## src/rtl/rv32i_fetch.sv

```systemverilog
// rv32i_fetch: instruction fetch stage for the RV32I core.
//
// Owns the program counter and drives the byte address of a synchronous-read
// instruction ROM. The ROM registers rom_addr on every rising edge and returns
// the word one cycle later. Fetched {pc, inst} pairs are buffered in a 2-entry
// FIFO and delivered to decode over a valid/ready handshake. Execute may
// redirect the PC at any time: the FIFO and the returning response are flushed
// and the target is fetched in the same cycle.
//
// Ports:
//   clk, rst             clock (rising edge), asynchronous active-high reset
//   rom_addr             byte address to the ROM (ROM uses bits [13:2])
//   rom_data             ROM word for the address sampled at the previous edge
//   redirect_valid/_pc   PC change request from execute (pc[1:0] ignored)
//   out_valid/out_ready  handshake to decode
//   out_pc/out_inst      FIFO head: instruction and its byte address
//   perf_stall_cycles    cycles with out_valid && !out_ready (optional)
//
// Optional feature: define RV32I_FETCH_PERF_EN to add perf_stall_cycles.

module rv32i_fetch #(
   parameter logic [31:0] RESET_PC = 32'h0000_0000
) (
   input  logic        clk,
   input  logic        rst,
   output logic [31:0] rom_addr,
   input  logic [31:0] rom_data,
   input  logic        redirect_valid,
   input  logic [31:0] redirect_pc,
   output logic        out_valid,
   input  logic        out_ready,
   output logic [31:0] out_pc,
   output logic [31:0] out_inst
`ifdef RV32I_FETCH_PERF_EN
   ,
   output logic [31:0] perf_stall_cycles
`endif
);

   typedef struct packed {
      logic [31:0] pc;
      logic [31:0] inst;
   } fetch_entry_t;

   logic [31:0]        pc_q, pc_d;
   logic               infl_q, infl_d;
   logic [31:0]        infl_pc_q, infl_pc_d;
   fetch_entry_t [1:0] fifo_q, fifo_d;
   logic               rd_ptr_q, rd_ptr_d;
   logic [1:0]         count_q, count_d;

   logic               pop;
   logic               push;
   logic               issue;
   logic               wr_ptr;
   logic [2:0]         occ;

   logic               unused_bits;
   assign unused_bits = ^redirect_pc[1:0];

   // Address path is combinational so a redirect fetches its target in the
   // same cycle; reset pins the ROM to RESET_PC.
   always_comb begin
      rom_addr = pc_q;
      if (rst)
         rom_addr = RESET_PC;
      else if (redirect_valid)
         rom_addr = {redirect_pc[31:2], 2'b00};
   end

   assign out_valid = (count_q != 2'd0);
   assign out_pc    = fifo_q[rd_ptr_q].pc;
   assign out_inst  = fifo_q[rd_ptr_q].inst;

   always_comb begin
      pc_d      = pc_q;
      infl_d    = 1'b0;
      infl_pc_d = infl_pc_q;
      fifo_d    = fifo_q;
      rd_ptr_d  = rd_ptr_q;
      count_d   = count_q;

      pop    = out_valid && out_ready;
      // A redirect kills the response returning this cycle.
      push   = infl_q && !redirect_valid;
      wr_ptr = rd_ptr_q ^ count_q[0];
      // Only issue when the FIFO is guaranteed to have room for the
      // response next cycle, counting the one already in flight.
      occ    = {1'b0, count_q} + {2'b00, infl_q};
      issue  = redirect_valid || (occ <= (3'd1 + {2'b00, pop}));

      if (issue) begin
         infl_d    = 1'b1;
         infl_pc_d = rom_addr;
         pc_d      = rom_addr + 32'd4;
      end

      if (redirect_valid) begin
         // Any pop this cycle already delivered its entry; drop the rest.
         count_d  = 2'd0;
         rd_ptr_d = 1'b0;
      end else begin
         if (push) begin
            fifo_d[wr_ptr].pc   = infl_pc_q;
            fifo_d[wr_ptr].inst = rom_data;
         end
         if (pop)
            rd_ptr_d = ~rd_ptr_q;
         count_d = count_q + {1'b0, push} - {1'b0, pop};
      end
   end

   always_ff @(posedge clk or posedge rst) begin
      if (rst) begin
         pc_q      <= RESET_PC;
         infl_q    <= 1'b0;
         infl_pc_q <= 32'd0;
         fifo_q    <= '0;
         rd_ptr_q  <= 1'b0;
         count_q   <= 2'd0;
      end else begin
         pc_q      <= pc_d;
         infl_q    <= infl_d;
         infl_pc_q <= infl_pc_d;
         fifo_q    <= fifo_d;
         rd_ptr_q  <= rd_ptr_d;
         count_q   <= count_d;
      end
   end

   // The issue rule keeps a slot free for every response.
   a_no_overflow: assert property (@(posedge clk) disable iff (rst)
      !(push && count_q == 2'd2));

`ifdef RV32I_FETCH_PERF_EN
   logic [31:0] perf_q, perf_d;

   always_comb begin
      perf_d = perf_q;
      if (out_valid && !out_ready)
         perf_d = perf_q + 32'd1;
   end

   always_ff @(posedge clk or posedge rst) begin
      if (rst)
         perf_q <= 32'd0;
      else
         perf_q <= perf_d;
   end

   assign perf_stall_cycles = perf_q;
`endif

endmodule
```

## config.mk

```make
export PLATFORM = sky130hd
export DESIGN_NAME = rv32i_fetch
export DESIGN_NICKNAME = d
export VERILOG_FILES = /design/src/rtl/rv32i_fetch.sv
export SDC_FILE = /design/constraint.sdc
export NUM_CORES = 1
export LEC_CHECK = 0
export BUFFER_PORTS_ARGS = -buffer_cell sky130_fd_sc_hd__buf_2
export CELL_PAD_IN_SITES_DETAIL_PLACEMENT = 0
export CELL_PAD_IN_SITES_GLOBAL_PLACEMENT = 1
export CORE_MARGIN = 1
export CORE_UTILIZATION = 30
export CTS_BUF_LIST = sky130_fd_sc_hd__clkbuf_8
export DETAILED_ROUTE_END_ITERATION = 8
export GPL_TIMING_DRIVEN = 0
export PLACE_DENSITY = 0.67
export REMOVE_ABC_BUFFERS = 1
export SLEW_MARGIN = 20
export SYNTH_ARGS = -nofsm -noshare
export SYNTH_HDL_FRONTEND = slang
export SYNTH_SLANG_ARGS = --single-unit
```

## constraint.sdc

```tcl
create_clock -name clk -period 9.9 [get_ports clk]
set_input_delay 0.495 -clock clk [delete_from_list [all_inputs] [get_ports clk]]
set_output_delay 0.495 -clock clk [all_outputs]
set_load 0.1 [all_outputs]
```

Yosys cells after proc, flatten, opt, wreduce, memory -nomap -nowiden
Cells that the tools add are included.
Widths: inputs -> output; s select.

word-level totals
  register bits = 196
  input bits = 68
  output and inout port bits = 97
  logic and storage cells = 43

cells by class
  add/sub/neg operators = 5
  magnitude comparators = 4
  multiplexer cells = 14
  bitwise operators = 3
  reductions and logical operators = 8

operators by type and width
  cell                   count
  $bwmux 128             2
  $mux 64                3
  $demux 64 s1           2
  $mux 32                3
  $add 32x3->32 const B  1
  $lt 1x2->1 const B     2
  $reduce_bool 2->1      2
  $add 2x1->3            1
  $le 3x2->1             1
  $logic_and 1x1->1      3
  $mux 1                 3
  $add 1x1->2 const A    1
  $add 2x1->2            1
  $mux 2                 1
  $not 1->1              2
  $reduce_and 2->1       1
  $sub 2x1->2            1
  $ge 1x1->1 const B     1
  $logic_not 1->1        1
  $logic_or 1x1->1       1
  $xor 1x1->1            1

Logic depth before layout (Yosys ltp)
Gate-level depths: netlist of the first run.

  word-level depth = 7
  gate-level depth with buffers = 13
  depth with buffers taken out = 11

Least setup slack after synthesis of the first run
OpenSTA, ideal clock, no wires.

  path type = input to register
  start point = in rst
  end point = reg pc_q[7]
  setup time = 0.085 ns
  arrival time = 5.724 ns
  required time = 9.815 ns
  setup slack = 4.091 ns
  stages = 6
  buffers on the path = 2
  path through = buf_2 > clkbuf_1 > inv_1 > nand3_1 > xor2_1 > o21ai_0

between the ends
  word-level cells in the longest chain between the ends = 2

ends and longest elaborated chain
  item                  line  text
  from (decl)           25    input logic rst,
  $mux 32               65    if (rst)
  $add 32x3->32         95    pc_d = rom_addr + 32'd4;
  to (signal assigned)  122   pc_q <= pc_d;
  to (decl)             45    logic [31:0] pc_q, pc_d;

Every way passes these cells.
A chain may end at the register's enable or synchronous reset.

Worst setup path after layout of the first run
  start point = reg count_q[0]
  end point = reg pc_q[8]

between the ends
  word-level cells in the longest chain between the ends = 5
  elaborated cells between the ends (all ways) = 6
  those cells by class = 2 x add/sub; 1 x order compare; 3 x reduce/logical

ends and longest elaborated chain
  item                    line  text
  from (decl)             50    logic [1:0] count_q, count_d;
  from (signal assigned)  127   count_q <= count_d;
  $reduce_bool 2->1       71    assign out_valid = (count_q != 2'd0);
  $logic_and 1x1->1       83    pop = out_valid && out_ready;
  $add 1x1->2             90    issue = redirect_valid || (occ <= (3'd1 + {2'b00, pop}));
  $le 3x2->1 (*)          90
  $logic_or 1x1->1 (*)    90

Mark *: on every way between the ends. The rest lies on a longest branch, timed or not.

==> metrics.txt, run 1 <==
Worst Path Required 10.27 ns; Setup WS pre-CTS 6.36 ns; most common cell in the netlist dfrtp_1; clk root buf clkbuf_8; Vert. Die Dim 180 um; Compound-Gate Fraction of Synth Area 3.64%; Setup CP Type register to register; Area contributors post-synth dfrtp_1 51%, mux2_2 23%, nand2_1 5.5%; Worst-Margin Slew 0.733 ns; Reg2Reg Setup Slack 6.44 ns; # DRC 26; Synth async-reset ratio 100%; post-layout minimum cycle time 3.46 ns; unrepaired setup endpoints after global routing false; Yosys top cell by area dfrtp_1; GP Congestion 0.712; Post-synth top flop dfrtp_1; CTS buffer count 17; Avg Inst Size Synth 11.7 um2; # IOs 165; Mapped Area 9460 um2; IO Port Bufs 162; total core area 30800 um2; layout cell share with drive strength beyond 1 43.8%; Final Max Tran Viols 0; post-synthesis sequential area ratio 51.3%; synth warn 0; Worst Path Arrival 3.83 ns; r2r startpoint count_q[0]; number of global-route vias before repair 6699; die width 180 um; r2r endpoint pc_q[8]; Worst Setup EP pc_q[8]; Post-Synth Adder-Cell Area 1.01%; Final period util 34.9%; post-DP HPWL 15.7 mm; H-tree levels 4; DRT iter0 DRCs 249; Total Routed Length 22.8 mm; drt pass-1 iters 7; post-synthesis xor/xnor area fraction 2.69%; first-pass GRT wire length 38.1 mm; Final Skew 0.0106 ns; share of the synthesized area in the top cell type 51.3%; setup bufs post-CTS 0; largest net degree at the start of global routing 99; f_max 289 MHz; status complete, but fails checks; # setup viols final 0; synthesis-to-finish area growth 20.1%; Max-Cap Viols 0; Commonest cells post-synth 194 x dfrtp_1, 192 x mux2_2, 138 x nand2_1; Worst Setup End Kind register; Post-Route Setup TNS 0 ns; largest family of logic cells by synthesized area multiplexers; failing checks design-rule violations; antenna violations before repair 2; all-layer global routing usage 15.0%; PnR worst setup slack 6.44 ns; CTS tree built; full die area 32200 um2; initial core utilization 30.7%; Worst slew margin 50.8%; hold-fix buffers at CTS 0; CTS sink cnt 194; Vias 6441; simple logic cell fraction of the synthesized area 12.4%; Reg clk slew, reported paths 0.10 ns; Hold Path Class input pin to register; GRT overflow 0; Yosys cell types 47; number of enable flip-flop cells after synthesis 0; crit start category register; Post-Synthesis Cells 811; Max clock buf depth 2; Final ANT Viol Nets 0; Hold Vio Cnt, Final 0; number of gates resized after CTS 0; R2R cell count 11; Max FO, Critical Path 24; drt via density 4.69; Avg WL per Cell 16.6 um; Worst-Skew Late Latency 0.49 ns; Crit. Startpoint count_q[0]; mux contribution to synthesized area 26.1%; Nets 1037; FP Rows 64; synthesis-stage register bit count 194
[critical path, cell delays in order, from the launching register on]
cell      delay (ns)
dfrtp_1         0.44
or2_2           0.31
nand2_1         0.13
inv_1           0.10
fa_1            0.47
o31ai_1         0.20
o31ai_1         0.16
nor2_4          0.51
clkinv_2        0.53
buf_16          0.32
nor2_1          0.10
a21oi_1         0.05
[kinds of logic after synthesis]
family / Yosys count
xor+xnor: 29
fa+ha+maj: 7
buf+inv: 54
flops: 194
simple gates: 250
compound gates: 54
mux: 223
[flip-flops by register name, summed over array words and instances (netlist names)]
name / count
count_q: 2
fifo_q: 128
infl_pc_q: 30
infl_q: 1
pc_q: 32
rd_ptr_q: 1
[final cells by class]
class	count	area [um2]
flip-flops and latches	194	4860
clock buffers	18	248
inverters	10	46.3
well taps	396	495
clock inverters	14	176
repair buffers	176	1170
diodes	1	2.50
fillers	3080	19500
multi-input cells	563	4360
[placed cells by master (no fill, tap or decap), types with 3 or more instances in the layout]
cell / instances
dfrtp_1: 193
mux2_2: 192
buf_2: 161
nand2_1: 138
nor2_1: 46
mux2i_1: 31
xnor2_1: 18
clkbuf_8: 18
nand3_1: 17
o21ai_1: 14
a21oi_1: 13
o21ai_0: 12
xor2_1: 11
buf_16: 10
inv_1: 9
nor3_1: 8
nand4_1: 6
ha_1: 6
inv_6: 5
nand2b_1: 4
and2_1: 4
a31oi_1: 4
nor4_2: 4
buf_12: 4
clkinv_2: 3
nand3b_1: 3
bufinv_16: 3
[stage by stage]
step | instance area (um2) | utilization, % | hold slack [ns] | std cells
floorplan | 9230 | - | 0.450 | 767
global placement | 10500 | 34.2 | 0.468 | 1325
detailed placement | 10900 | 35.4 | 0.475 | 1338
CTS | 11300 | 36.8 | 0.181 | 1370
global route | 11400 | 36.8 | 0.199 | 1371
finish | 11400 | 36.8 | 0.243 | 1372
[layer usage]
layer | up-vias | global-route usage (%) | part of all wire, %
li1 | 3112 | - | -
met1 | 3196 | 19.7 | 47
met2 | 114 | 24.5 | 48
met3 | 17 | 3.46 | 4.3
met4 | 2 | 4.83 | 1.4
met5 | - | 0 | 0.057
[worst min-delay path by stage]
stage / startpoint / endpoint / slack [ns] / cells after the start
finish: rom_data[20] / fifo_q[20] / 0.24 / 2
global route: rom_data[6] / fifo_q[70] / 0.20 / 2
CTS: rom_data[20] / fifo_q[20] / 0.18 / 2
detailed placement: pc_q[23] / pc_q[23] / 0.48 / 2
global placement: pc_q[23] / pc_q[23] / 0.47 / 2
floorplan: infl_pc_q[10] / infl_pc_q[10] / 0.45 / 2
Power of run 1 is left out: the tool's default activity adds up to more than one toggle a clock period on the data nets, which glitch-free logic cannot reach.
==> inputs of run 2 (changes only) <==
--- a/config.mk
+++ b/config.mk
@@ -5,6 +5,7 @@
 export SDC_FILE = /design/constraint.sdc
 export NUM_CORES = 1
 export LEC_CHECK = 0
+export ABC_AREA = 1
 export BUFFER_PORTS_ARGS = -buffer_cell sky130_fd_sc_hd__buf_2
 export CELL_PAD_IN_SITES_DETAIL_PLACEMENT = 0
 export CELL_PAD_IN_SITES_GLOBAL_PLACEMENT = 1
@@ -13,7 +14,7 @@
 export CTS_BUF_LIST = sky130_fd_sc_hd__clkbuf_8
 export DETAILED_ROUTE_END_ITERATION = 8
 export GPL_TIMING_DRIVEN = 0
-export PLACE_DENSITY = 0.67
+export PLACE_DENSITY = 0.73
 export REMOVE_ABC_BUFFERS = 1
 export SLEW_MARGIN = 20
 export SYNTH_ARGS = -nofsm -noshare
==> constraint.sdc (replaced) <==
create_clock -name clk -period 2.9 [get_ports clk]
set_input_delay 0.145 -clock clk [delete_from_list [all_inputs] [get_ports clk]]
set_output_delay 0.145 -clock clk [all_outputs]
set_load 0.1 [all_outputs]
==> run 2 against run 1 <==
Effect of this change:
- the run now ends clean
- synthesized cell count grew 58%
- critical path depth decreased by 5
- sequential share of layout area is 2.1 points lower
- global-route usage rose by 2.1 points
- first-iteration DRC count is 77% higher
- critical endpoint is now out_inst[28]
- highest routed layer is now met4
==> metrics.txt, run 2 <==
clk root buf clkbuf_8; GRT overflow 0; mux contribution to synthesized area 0%; Reg clk slew, reported paths 0.10 ns; share of the synthesized area in the top cell type 50.3%; all-layer global routing usage 17.1%; number of flip-flops in the largest register 128; Hold Path Class input pin to register; Worst Path Arrival 2.58 ns; number of global-route vias before repair 8128; Nets 1526; Post-Synth Adder-Cell Area 0.985%; Synth async-reset ratio 100%; antenna violations before repair 0; Pint 6.52 mW; Worst Path Required 2.76 ns; status finished clean; Worst Setup End Kind output port; Yosys cell types 37; clock power share 11.4%; Compound-Gate Fraction of Synth Area 10.2%; layout cell share with drive strength beyond 1 18.4%; Logic pwr share 59.1%; H-tree levels 4; f_max 366 MHz; switch share 56.2%; Max-Cap Viols 0; antenna fix cells 0; CTS buffer count 17; Max FO, Critical Path 39; Final Max Tran Viols 0; Max clock buf depth 2; largest registers fifo_q x128, pc_q x32, infl_pc_q x30; FP Rows 65; die width 181 um; IO Port Bufs 162; VDD IR-drop max 612 uV; simple logic cell fraction of the synthesized area 29.1%; largest net degree at the start of global routing 102; Avg WL per Cell 14.8 um; Post-Synthesis Cells 1279; Vias 8524; synthesis-stage register bit count 194; Setup CP Type register to output port; drt pass-1 iters 5; synth warn 0; drt via density 4.58; synthesis-to-finish area growth 23.6%; post-synthesis xor/xnor area fraction 0.363%; Switch Pwr 8.36 mW; first-pass GRT wire length 44.2 mm; post-layout minimum cycle time 2.73 ns; Area contributors post-synth dfrtp_1 50%, nand2_1 20%, o21ai_0 8.4%; post-synthesis sequential area ratio 50.3%; Power Density 1250 nW/um2; Final Skew 0.0181 ns; Final ANT Viol Nets 0; Hold Vio Cnt, Final 0; CTS sink cnt 194; post-DP HPWL 17.7 mm; largest register by flop count fifo_q; full die area 32900 um2; Commonest cells post-synth 518 x nand2_1, 194 x dfrtp_1, 163 x o21ai_0; number of enable flip-flop cells after synthesis 0; Worst-Margin Slew 0.735 ns; CTS tree built; Sequential Power Share 29.5%; Mapped Area 9660 um2; DRT iter0 DRCs 441; Yosys top cell by area dfrtp_1; # IOs 165; Final period util 94.1%; final hold slack 0.101 ns; Post-Route Setup TNS 0 ns; Worst-Skew Late Latency 0.48 ns; initial core utilization 30.5%; commonest non-fill, non-tap cell in the layout nand2_1; # setup viols final 0; P_leak 6.27 nW; largest family of logic cells by synthesized area simple AND/OR/NAND/NOR gates; GP Congestion 0.773; most common cell in the netlist nand2_1; crit start category register; Total Routed Length 27.6 mm; Post-synth top flop dfrtp_1; most frequent cells in the layout 517 x nand2_1, 193 x dfrtp_1, 162 x o21ai_0; total core area 31600 um2; Avg Inst Size Synth 7.55 um2; Worst slew margin 51.0%; Vert. Die Dim 181 um; # DRC 0
## run 2: cell count changes after synthesis, moves of 8 or more
cell	delta
mux2i_1	-31
clkbuf_1	+19
nand3_1	+50
o21ai_0	+151
nor2_2	+10
xnor2_1	-16
nor2_1	-15
inv_1	+131
nand2_1	+380
xor2_1	-9
nand2_2	+8
a21oi_1	-11
mux2_2	-192
## run 2: area by class of cell
cell class	count	area (um2)
clock buffer	19	262
multi-input combinational	875	4000
inverter	144	558
clock inverter	10	88.8
timing repair buffer	219	1670
sequential	194	4860
fill	3375	19700
tap	402	503
## run 2: path summary, 6_finish.rpt
kind / slack, ns / start / depth (start not counted) / end
min in group asynchronous: 0.46 / rst / 4 / fifo_q[41]
setup reg to reg: 0.18 / count_q[0] / 13 / pc_q[28]
hold / removal: 0.10 / redirect_pc[31] / 5 / infl_pc_q[31]
max in group asynchronous: 1.49 / rst / 6 / rd_ptr_q
setup / recovery: 0.17 / rd_ptr_q / 6 / out_inst[28]
hold reg to reg: 0.48 / pc_q[2] / 2 / pc_q[2]
## run 2: power groups by stage
stage | Clock, mW | Sequential (mW) | Combinational (mW)
final | 1.70 | 4.39 | 8.79
after detailed placement | 0 | 4.45 | 8.04
after CTS | 1.79 | 4.40 | 8.30
after global routing | 1.88 | 4.53 | 9.49
after floorplan | 0 | 4.33 | 6.48
after global placement | 0 | 4.30 | 7.36
## run 2: kinds of logic (layout without fill, tap and decap cells)
family,count (synthesis),count (layout)
fa+ha+maj,7,7
simple gates,673,675
compound gates,189,189
xor+xnor,4,4
buf+inv,212,392
flops,194,194
## run 2: layer usage
metal	track usage [%]	wire length [um]	vias to the layer above
met2	27.3	12800	170
li1	-	-	4316
met5	0	0	-
met3	2.81	1030	19
met1	23.8	13500	4019
met4	5.25	352	0
## run 2: per-stage QoR
step | power [mW] | area, um2 | worst slack (ns) | cells | util, %
after CTS | 14.5 | 11700 | 0.00755 | 1853 | 36.8
final | 14.9 | 11900 | 0.171 | 1863 | 37.7
after detailed placement | 12.5 | 10900 | -0.622 | 1784 | 34.3
after floorplan | 10.8 | 9310 | -4.56 | 1211 | -
after global routing | 15.9 | 11900 | -0.0107 | 1863 | 37.7
after global placement | 11.7 | 10600 | -6.96 | 1775 | 33.6
## run 2: critical path: stages (launching register included)
cell and delay, ns:
dfrtp_4 0.68, buf_12 0.27, inv_4 0.30, buf_12 0.27, nand2_1 0.07, nand2_1 0.06, buf_2 0.41
## run 2: timing repair
action                                  CTS  global route
pin swaps                                 1             2
hold buffers                             36             2
resized for setup                         5            45
endpoints found under the hold margin   106            54
setup buffers                             2             5
endpoints found under the setup margin   61            76
cloned                                    2             3
Power figures use the tool's default switching activity.
